$ cat config.mk
export PLATFORM = sky130hd
export DESIGN_NAME = branch_counter_bank
export DESIGN_NICKNAME = d
export VERILOG_FILES = /design/src/rtl/branch_counter_bank.sv
export SDC_FILE = /design/constraint.sdc
export NUM_CORES = 1
export LEC_CHECK = 0
export CORE_UTILIZATION = 45
export CTS_BUF_LIST = sky130_fd_sc_hd__clkbuf_4 sky130_fd_sc_hd__clkbuf_8
export DETAILED_ROUTE_END_ITERATION = 7
export GPL_TIMING_DRIVEN = 0
export PLACE_DENSITY_LB_ADDON = 0.3
export SYNTH_ARGS = -nofsm -noshare
export SYNTH_HDL_FRONTEND = slang
export SYNTH_SLANG_ARGS = --single-unit
$ cat constraint.sdc
create_clock -name CLK -period 2.9 [get_ports CLK]
set_input_delay 0.29 -clock CLK [delete_from_list [all_inputs] [get_ports CLK]]
set_output_delay 0.29 -clock CLK [all_outputs]
set_load 0.005 [all_outputs]
$ cat src/rtl/branch_counter_bank.sv
// Bank of 2-bit saturating branch counters trained by one-hot demux updates,
// with registered lookups, same-edge update bypass and synchronous flush.
module branch_counter_bank #(
    parameter int         ENTRIES    = 16,
    parameter int         IDX_W      = 4,
    parameter logic [1:0] INIT_STATE = 2'b01
) (
    input  logic               CLK,
    input  logic               RESETN,
    input  logic [ENTRIES-1:0] UPD_EN,
    input  logic [ENTRIES-1:0] UPD_OUTCOME,
    input  logic               FLUSH,
    input  logic               PRED_REQ,
    input  logic [IDX_W-1:0]   PRED_INDEX,
    output logic               PRED_VALID,
    output logic               PREDICTION,
    output logic [1:0]         PRED_STATE,
    output logic               UPD_ERR
);

    logic [ENTRIES-1:0][1:0] ctr;
    logic [ENTRIES-1:0][1:0] ctr_nxt;
    logic                    multi_hot;
    logic [1:0]              lookup;

    // More than one enable bit set: clearing the lowest set bit leaves something.
    assign multi_hot = |(UPD_EN & (UPD_EN - ENTRIES'(1)));

    // Next counter values: flush wins, multi-hot is dropped, else saturate.
    always_comb begin
        ctr_nxt = ctr;
        for (int i = 0; i < ENTRIES; i++) begin
            if (FLUSH) begin
                ctr_nxt[i] = INIT_STATE;
            end else if (UPD_EN[i] && !multi_hot) begin
                if (UPD_OUTCOME[i]) begin
                    if (ctr[i] != 2'b11) ctr_nxt[i] = ctr[i] + 2'b01;
                end else begin
                    if (ctr[i] != 2'b00) ctr_nxt[i] = ctr[i] - 2'b01;
                end
            end
        end
    end

    // Lookup reads post-update values so a same-edge update is bypassed;
    // indices with no matching entry fall through to 00.
    always_comb begin
        lookup = 2'b00;
        for (int i = 0; i < ENTRIES; i++) begin
            if (PRED_INDEX == IDX_W'(i)) lookup = ctr_nxt[i];
        end
    end

    // Counter storage.
    always_ff @(posedge CLK or negedge RESETN) begin
        if (!RESETN) begin
            for (int i = 0; i < ENTRIES; i++) ctr[i] <= INIT_STATE;
        end else begin
            ctr <= ctr_nxt;
        end
    end

    // Registered lookup result and error pulse; result holds when idle.
    always_ff @(posedge CLK or negedge RESETN) begin
        if (!RESETN) begin
            PRED_VALID <= 1'b0;
            PREDICTION <= 1'b0;
            PRED_STATE <= 2'b00;
            UPD_ERR    <= 1'b0;
        end else begin
            PRED_VALID <= PRED_REQ;
            UPD_ERR    <= multi_hot;
            if (PRED_REQ) begin
                PRED_STATE <= lookup;
                PREDICTION <= lookup[1];
            end
        end
    end

endmodule

==> results.sh, run 1 <==
export IMPL_grt_pass1_vias=3340
export IMPL_clkSlewWorstSetupHoldPaths_ns=0.07
export IMPL_cap_viol_max_count=0
export IMPL_hp_class="in -> async"
export IMPL_fin_util=0.634
export IMPL_cts_hold_buf=0
export IMPL_die_w_um=85.3
export IMPL_slew_viol_final=0
export IMPL_grt_pass1_wl_mm=17.9
export IMPL_design_area_um2=4140
export IMPL_slew_headroom=0.438
export IMPL_leakagePower_nw=1.74
export IMPL_comb_power_share=0.236
export IMPL_layout_setup_ws_ns=-0.106
export IMPL_clk_latency_ns=0.29
export IMPL_yosysSeqAreaShare=0.295
export IMPL_synth_ff_latch_count=36
export IMPL_die_h_um=85.3
export IMPL_antenna_found_initial=0
export IMPL_grt_overflow_total=0
export IMPL_synthCells=377
export IMPL_critical_path_class="in -> reg"
export IMPL_clockPowerShare=0.327
export IMPL_cts_tree="done"
export IMPL_dieArea_um2=7270
export IMPL_crit_path_max_fanout=10
export IMPL_rows=29
export IMPL_drt_initial_drc_count=274
export IMPL_tns_ns=-0.163
export IMPL_swShare=0.312
export IMPL_netlist_area_um2=3120
export IMPL_dr_pass1_iters=5
export IMPL_powerDensity_nw_per_um2=282
export IMPL_ys_flop_type="dfrtp_1"
export IMPL_vdd_ir_drop_max_uv=162
export IMPL_skew_ns=0.00816
export IMPL_tightest_slew_ns=0.843
export IMPL_layout_min_cycle_time_ns=3.01
export IMPL_rrSetupSlack_ns=0.65
export IMPL_yosysWarnings=0
export IMPL_cp_slowest_stage_delay_ns=0.55
export IMPL_ys_types=71
export IMPL_synth_avg_cell_area_um2=8.28
export IMPL_ios=45
export IMPL_cp_top_family="simple AND/OR/NAND/NOR gates"
export IMPL_ant_nets=0
export IMPL_cp_buffers_inverters=3
export IMPL_diodes=0
export IMPL_cp_required_ns=3.08
export IMPL_areaGrowthSynthToFinish_pct=32.7
export IMPL_violations="setup timing"
export IMPL_root_buffer="clkbuf_8"
export IMPL_seqPwrFrac=0.438
export IMPL_grt_setup_unrepaired="yes"
export IMPL_drc=0
export IMPL_setup_worst_path_start_class="input port"
export IMPL_dp_hpwl_mm=7.73
export IMPL_dr_total_vias=3451
export IMPL_coreArea_um2=6530
export IMPL_cts_num_sinks=36
export IMPL_synth_edff_count=0
export IMPL_arrival_ns=3.19
export IMPL_fin_crit_sh=1.04
export IMPL_wirelength_mm=11.4
export IMPL_start_util=0.478
export IMPL_io_buffers=39
export IMPL_cts_made_buffers=5
export IMPL_p_sw_mw=0.364
export IMPL_grt_max_degree=37
export IMPL_max_freq_mhz=333
export IMPL_final_common_cell="nand2_1"
export IMPL_gp_congestion=0.972
export IMPL_p_int_mw=0.803
export IMPL_layout_nets=474
export IMPL_regArea_um2=921
export IMPL_synth_nets=417
export IMPL_cp_end_kind="register"
export IMPL_vias_per_cell=6.74
export IMPL_avgRoutedWirePerCell_um=22.3
export IMPL_crit_slowest_cell="or4_4"
export IMPL_final_cell_mix="nand2_1 (34), nor2_1 (27), inv_1 (27)"
export IMPL_grt_util_all_layers=0.323
export IMPL_hold_violations=0
export IMPL_power_mw=1.17
export IMPL_holdWs_ns=0.0901
export IMPL_num_fill_cells=562
export IMPL_setup_viol=2
export IMPL_dpl_cell_area_um2=3600
export IMPL_status="complete, but fails checks"
export IMPL_drive_above_1_share=0.232
export IMPL_cts_buffer_depth=2
export IMPL_cts_max_level=2
export IMPL_cp_cell_sequence="buf_2, or4_4, buf_12, nor3_4, a21oi_4, or3_4, nor2_8, buf_4, a311o_1, a21oi_1, a21o_1, a31oi_1"
export IMPL_multi_input_area_um2=2250
export IMPL_async_reset_ff_frac=1.00
## area by class of cell
| cell class | instances | share of cell area |
|---|---|---|
| flip-flops and latches | 36 | 0.222 |
| well taps | 77 | 0.0232 |
| plain buffers | 24 | 0.0420 |
| clock inverters | 2 | 0.00242 |
| clock buffers | 6 | 0.0199 |
| repair buffers | 50 | 0.120 |
| multi-input cells | 288 | 0.543 |
| inverters | 29 | 0.0263 |
## Yosys cell counts, drive strengths merged, types with 4 or more instances
master  count  share of area
and3        6          0.012
a31oi      17          0.034
dfstp      16           0.13
nor2       28          0.039
and2        6          0.012
nor4        8          0.024
nor2b       5          0.010
or3         9          0.020
a41o        4          0.013
buf        11          0.022
o22ai       4         0.0080
inv        28          0.034
nand3      11          0.018
a311o       9          0.029
nand2      35          0.042
maj3       15          0.048
clkbuf     13          0.016
o311ai      5          0.014
nand4       7          0.014
a211oi      5          0.012
a21o        4         0.0096
mux2i      11          0.035
a21oi      17          0.027
o41ai       5          0.019
nor3       13          0.026
o21ai      15          0.024
dfrtp      20           0.16
## metrics by stage
stage,std cells,setup slack (ns)
2_1_floorplan,377,0.00876
3_3_place_gp,493,-1.14
3_5_place_dp,493,-1.12
4_1_cts,512,-0.0305
5_1_grt,512,-0.177
6_report,512,-0.106
## kinds of logic (layout without fill, tap and decap cells)
kind of cell / after synthesis / in the layout / share of synthesized area
buffers and inverters: 53 / 111 / 0.0729
DFF: 36 / 36 / 0.295
muxes: 12 / 12 / 0.0389
AOI/OAI and AO/OA: 117 / 117 / 0.285
and+or+nand+nor: 144 / 144 / 0.260
adders and majority gates: 15 / 15 / 0.0481
## power by group through the flow
stage	logic (mW)	clock network, mW	registers [mW]
final	0.275	0.381	0.511
after global routing	0.291	0.408	0.512
after CTS	0.264	0.385	0.511
after detailed placement	0.238	0	0.520
after global placement	0.238	0	0.519
after floorplan	0.103	0	0.520
## flip-flops by register name (all words and copies together), names as in the netlist
name,cells
PRED_STATE,1
ctr,32
PREDICTION,1
PRED_VALID,1
UPD_ERR,1
## path summary, 6_finish.rpt
check / start / endpoint / cells past startpoint
setup / recovery: UPD_EN[2] / PRED_STATE[0] / 12
hold reg to reg: ctr[6] / ctr[7] / 2
min in group CLK: UPD_EN[2] / ctr[4] / 2
hold / removal: RESETN / ctr[3] / 1
setup reg to reg: ctr[20] / PRED_STATE[0] / 8
max in group asynchronous: RESETN / ctr[7] / 1
## what timing repair did
item | CTS | global route
cloned | 2 | 0
setup endpoints to repair | 24 | 2
pin swaps | 26 | 1
gates resized for setup | 105 | 4
setup buffers | 9 | 0
## layer usage
metal	GRT usage	vias to the layer above	part of all wire
met2	0.528	193	0.47
met4	0.103	0	0.026
li1	-	1568	-
met5	0	-	0
met1	0.441	1664	0.42
met3	0.0506	26	0.090
Power figures use the tool's default switching activity.
==> run 2: changes to the inputs <==
--- a/config.mk
+++ b/config.mk
@@ -5,10 +5,12 @@
 export SDC_FILE = /design/constraint.sdc
 export NUM_CORES = 1
 export LEC_CHECK = 0
+export CAP_MARGIN = 20
 export CORE_UTILIZATION = 45
 export CTS_BUF_LIST = sky130_fd_sc_hd__clkbuf_4 sky130_fd_sc_hd__clkbuf_8
 export DETAILED_ROUTE_END_ITERATION = 7
 export GPL_TIMING_DRIVEN = 0
+export MAX_ROUTING_LAYER = met4
 export PLACE_DENSITY_LB_ADDON = 0.3
 export SYNTH_ARGS = -nofsm -noshare
 export SYNTH_HDL_FRONTEND = slang
==> results.sh, run 2 (synthesized netlist as in run 1, its figures left out) <==
export IMPL_wirelength_mm=11.0
export IMPL_cts_tree="done"
export IMPL_max_freq_mhz=334
export IMPL_cts_num_sinks=36
export IMPL_grt_pass1_wl_mm=17.4
export IMPL_vias_per_cell=6.74
export IMPL_setup_viol=2
export IMPL_dp_hpwl_mm=7.67
export IMPL_cts_made_buffers=5
export IMPL_grt_max_degree=37
export IMPL_clk_latency_ns=0.29
export IMPL_grt_overflow_total=0
export IMPL_crit_path_max_fanout=7
export IMPL_grt_pass1_vias=3364
export IMPL_cts_buffer_depth=2
export IMPL_io_buffers=39
export IMPL_antenna_found_initial=0
export IMPL_avgRoutedWirePerCell_um=21.3
export IMPL_layout_min_cycle_time_ns=3.00
export IMPL_cts_max_level=2
export IMPL_vdd_ir_drop_max_uv=190
export IMPL_drc=0
export IMPL_largest_reg_flops=32
export IMPL_slew_viol_final=0
export IMPL_design_area_um2=4190
export IMPL_p_int_mw=0.803
export IMPL_place_ws_ns=-1.12
export IMPL_dpl_cell_area_um2=3600
export IMPL_cp_slowest_stage_delay_ns=0.55
export IMPL_grt_setup_unrepaired="yes"
export IMPL_gp_congestion=1.00
export IMPL_layout_setup_ws_ns=-0.0955
export IMPL_arrival_ns=3.18
export IMPL_areaGrowthSynthToFinish_pct=34.2
export IMPL_final_common_cell="nand2_1"
export IMPL_slew_headroom=0.450
export IMPL_fin_util=0.642
export IMPL_die_h_um=85.3
export IMPL_p_sw_mw=0.358
export IMPL_critical_path_class="in -> reg"
export IMPL_hp_class="in -> async"
export IMPL_cap_viol_max_count=0
export IMPL_skew_ns=0.0118
export IMPL_setup_worst_path_start_class="input port"
export IMPL_die_w_um=85.3
export IMPL_tightest_slew_ns=0.825
export IMPL_drt_initial_drc_count=253
export IMPL_cts_hold_buf=0
export IMPL_clkSlewWorstSetupHoldPaths_ns=0.08
export IMPL_layout_nets=480
export IMPL_regMostFlops="ctr"
export IMPL_hold_violations=0
export IMPL_violations="setup timing"
export IMPL_place_inst=493
export IMPL_holdWs_ns=0.0938
export IMPL_grt_util_all_layers=0.321
export IMPL_drive_above_1_share=0.249
export IMPL_dr_total_vias=3490
export IMPL_coreArea_um2=6530
export IMPL_swShare=0.308
export IMPL_final_cell_mix="nand2_1 (35), nor2_1 (27), inv_1 (27)"
export IMPL_status="complete, but fails checks"
export IMPL_ios=45
export IMPL_cp_end_kind="register"
export IMPL_diodes=0
export IMPL_start_util=0.478
export IMPL_leakagePower_nw=1.78
export IMPL_cp_cell_sequence="buf_2, or4_4, buf_12, o41ai_4, nor3_4, or3_4, nor2_8, buf_4, a311o_1, o311ai_1, a21o_1, a31oi_2"
export IMPL_rows=29
export IMPL_dr_pass1_iters=5
export IMPL_crit_slowest_cell="or4_4"
export IMPL_fin_crit_sh=1.03
export IMPL_cp_required_ns=3.09
export IMPL_num_fill_cells=531
export IMPL_powerDensity_nw_per_um2=277
export IMPL_ant_nets=0
export IMPL_seqPwrFrac=0.440
export IMPL_root_buffer="clkbuf_8"
export IMPL_comb_power_share=0.235
export IMPL_dieArea_um2=7270
export IMPL_clockPowerShare=0.325
export IMPL_fin_cells=518
[run 2: power groups by stage]
stage	sequential [mW]	clock, mW	combinational [mW]
after global routing	0.512	0.402	0.289
after floorplan	0.520	0	0.103
after detailed placement	0.520	0	0.238
after CTS	0.511	0.382	0.266
after global placement	0.520	0	0.238
final	0.511	0.377	0.273
[run 2: critical path: cells and delay by family]
family | cells | cell delay [ns]
AO/OA/AOI/OAI | 5 | 1.07
buffers and inverters | 3 | 0.46
AND/OR/NAND/NOR | 4 | 1.36
[run 2: metal layers]
layer | track usage | part of all wire
met3 | 0.0428 | 0.077
met1 | 0.419 | 0.43
met5 | - | 0
met4 | 0.117 | 0.032
met2 | 0.512 | 0.46
[run 2: stage by stage]
stage	TNS, ns	power [mW]
3_3_place_gp	-13.80	0.757
4_1_cts	-0.0226	1.16
3_5_place_dp	-14.37	0.758
5_1_grt	-0.268	1.20
2_1_floorplan	0	0.623
6_report	-0.150	1.16
[run 2: timing repair]
action / CTS / global route
buffers inserted: 13 / 1
cloned: 3 / 0
pin swaps: 26 / 3
endpoints found under the setup margin: 24 / 2
resized for setup: 106 / 6
[run 2: final timing paths]
path / startpoint / endpoint / slack (ns) / cells past startpoint
max in group asynchronous: RESETN / ctr[13] / 2.29 / 1
max reg2reg: ctr[28] / PRED_STATE[0] / 0.65 / 7
min in group CLK: UPD_EN[2] / ctr[4] / 0.40 / 2
max: UPD_EN[2] / PRED_STATE[0] / -0.1 / 12
min reg2reg: ctr[6] / ctr[7] / 0.56 / 2
min: RESETN / ctr[7] / 0.09 / 1
[run 2: final cells by class]
class,instances,area [um2],share of cell area
buffer,24,179,0.0427
sequential,36,921,0.220
multi-input combinational,288,2250,0.538
timing repair buffer,56,536,0.128
clock inverter,2,10.0,0.00239
tap,77,96.3,0.0230
clock buffer,6,82.6,0.0197
inverter,29,111,0.0266
==> run 3: changes to the inputs <==
==> constraint.sdc (replaced) <==
create_clock -name CLK -period 3.5 [get_ports CLK]
set_input_delay 0.35 -clock CLK [delete_from_list [all_inputs] [get_ports CLK]]
set_output_delay 0.35 -clock CLK [all_outputs]
set_load 0.005 [all_outputs]
==> results.sh, run 3 (synthesized netlist as in run 1, its figures left out) <==
export IMPL_status="finished clean"
export IMPL_arrival_ns=3.59
export IMPL_cp_slowest_stage_delay_ns=0.60
export IMPL_antenna_found_initial=0
export IMPL_ios=45
export IMPL_cp_required_ns=3.64
export IMPL_tns_ns=0
export IMPL_grt_overflow_total=0
export IMPL_clockPowerShare=0.329
export IMPL_regMostFlops="ctr"
export IMPL_slew_viol_final=0
export IMPL_dr_pass1_iters=6
export IMPL_avgRoutedWirePerCell_um=20.9
export IMPL_dp_hpwl_mm=7.67
export IMPL_rows=29
export IMPL_grt_max_degree=37
export IMPL_leakagePower_nw=1.62
export IMPL_slew_headroom=0.446
export IMPL_layout_nets=466
export IMPL_skew_ns=0.0113
export IMPL_cp_end_kind="register"
export IMPL_max_freq_mhz=290
export IMPL_cts_buffer_depth=2
export IMPL_tightest_slew_ns=0.832
export IMPL_crit_path_max_fanout=10
export IMPL_crit_slowest_cell="or4_4"
export IMPL_fin_crit_sh=0.986
export IMPL_wirelength_mm=10.5
export IMPL_dpl_cell_area_um2=3600
export IMPL_cap_viol_max_count=0
export IMPL_cts_max_level=2
export IMPL_clk_latency_ns=0.29
export IMPL_swShare=0.302
export IMPL_cts_tree="done"
export IMPL_seqPwrFrac=0.448
export IMPL_drive_above_1_share=0.164
export IMPL_hold_violations=0
export IMPL_num_fill_cells=590
export IMPL_io_buffers=39
export IMPL_start_util=0.478
export IMPL_setup_worst_path_start_class="input port"
export IMPL_fin_util=0.589
export IMPL_holdWs_ns=0.158
export IMPL_die_w_um=85.3
export IMPL_p_sw_mw=0.286
export IMPL_cts_made_buffers=5
export IMPL_final_cell_mix="nand2_1 (35), clkdlybuf4s50_1 (32), nor2_1 (27), inv_1 (27), dfrtp_1 (20)"
export IMPL_areaGrowthSynthToFinish_pct=23.2
export IMPL_place_ws_ns=-0.580
export IMPL_place_inst=493
export IMPL_power_mw=0.946
export IMPL_vias_per_cell=6.68
export IMPL_grt_util_all_layers=0.299
export IMPL_cts_num_sinks=36
export IMPL_cts_hold_buf=0
export IMPL_grt_pass1_vias=3119
export IMPL_drt_initial_drc_count=333
export IMPL_root_buffer="clkbuf_8"
export IMPL_dr_total_vias=3368
export IMPL_layout_setup_ws_ns=0.0473
export IMPL_layout_min_cycle_time_ns=3.45
export IMPL_critical_path_class="in -> reg"
export IMPL_diodes=0
export IMPL_largest_reg_flops=32
export IMPL_grt_pass1_wl_mm=16.2
export IMPL_dieArea_um2=7270
export IMPL_fin_cells=504
export IMPL_die_h_um=85.3
export IMPL_hp_class="in -> async"
export IMPL_p_int_mw=0.660
export IMPL_drc=0
export IMPL_gp_congestion=1.00
export IMPL_comb_power_share=0.223
export IMPL_final_common_cell="nand2_1"
export IMPL_ant_nets=0
export IMPL_cp_cell_sequence="clkdlybuf4s50_1, or4_4, nor4_2, or3_4, buf_2, a31oi_1, a311o_1, mux2_2, a311oi_2, a31oi_2"
export IMPL_powerDensity_nw_per_um2=246
export IMPL_coreArea_um2=6530
export IMPL_clkSlewWorstSetupHoldPaths_ns=0.08
export IMPL_vdd_ir_drop_max_uv=155
export IMPL_design_area_um2=3850
export IMPL_setup_viol=0
-- run 3: final cells by class --
class | instances | area [um2] | area share
plain buffers | 24 | 135 | 0.0351
flip-flops and latches | 36 | 921 | 0.239
inverters | 29 | 109 | 0.0283
clock buffers | 6 | 82.6 | 0.0215
clock inverters | 2 | 10.0 | 0.00260
repair buffers | 42 | 415 | 0.108
multi-input cells | 288 | 2080 | 0.540
well taps | 77 | 96.3 | 0.0250
-- run 3: per-layer routing --
metal	track usage	routed length [um]	up-vias
li1	-	-	1549
met1	0.402	4620	1638
met2	0.463	4770	157
met3	0.0409	861	24
met4	0.106	288	0
met5	-	0	-
-- run 3: final timing paths --
path	start	end	slack, ns	cells past startpoint
worst min register to register	ctr[6]	ctr[7]	0.56	2
max in group asynchronous	RESETN	ctr[31]	2.82	1
worst min-delay path	RESETN	ctr[7]	0.16	1
worst max register to register	ctr[28]	PRED_STATE[0]	1.18	7
worst max-delay path	UPD_EN[7]	PRED_STATE[0]	0.05	10
min in group CLK	UPD_EN[2]	ctr[4]	0.55	2
-- run 3: critical path, delay by kind of cell --
kind / cells / cell delay (ns)
simple gates: 3 / 1.16
compound gates: 4 / 0.99
buf+inv: 2 / 0.77
mux: 1 / 0.29
-- run 3: power groups by stage --
stage               Clock [mW]  Sequential, mW  Combinational, mW
floorplan                    0           0.431             0.0853
global placement             0           0.430              0.197
detailed placement           0           0.431              0.197
CTS                      0.316           0.424              0.201
global route             0.333           0.424              0.225
finish                   0.311           0.424              0.211
-- run 3: timing repair --
item | 4_1_cts | 5_1_grt
endpoints found under the setup margin | 2 | 2
pin swaps | 0 | 5
resized for setup | 11 | 21
buffers inserted | 0 | 3
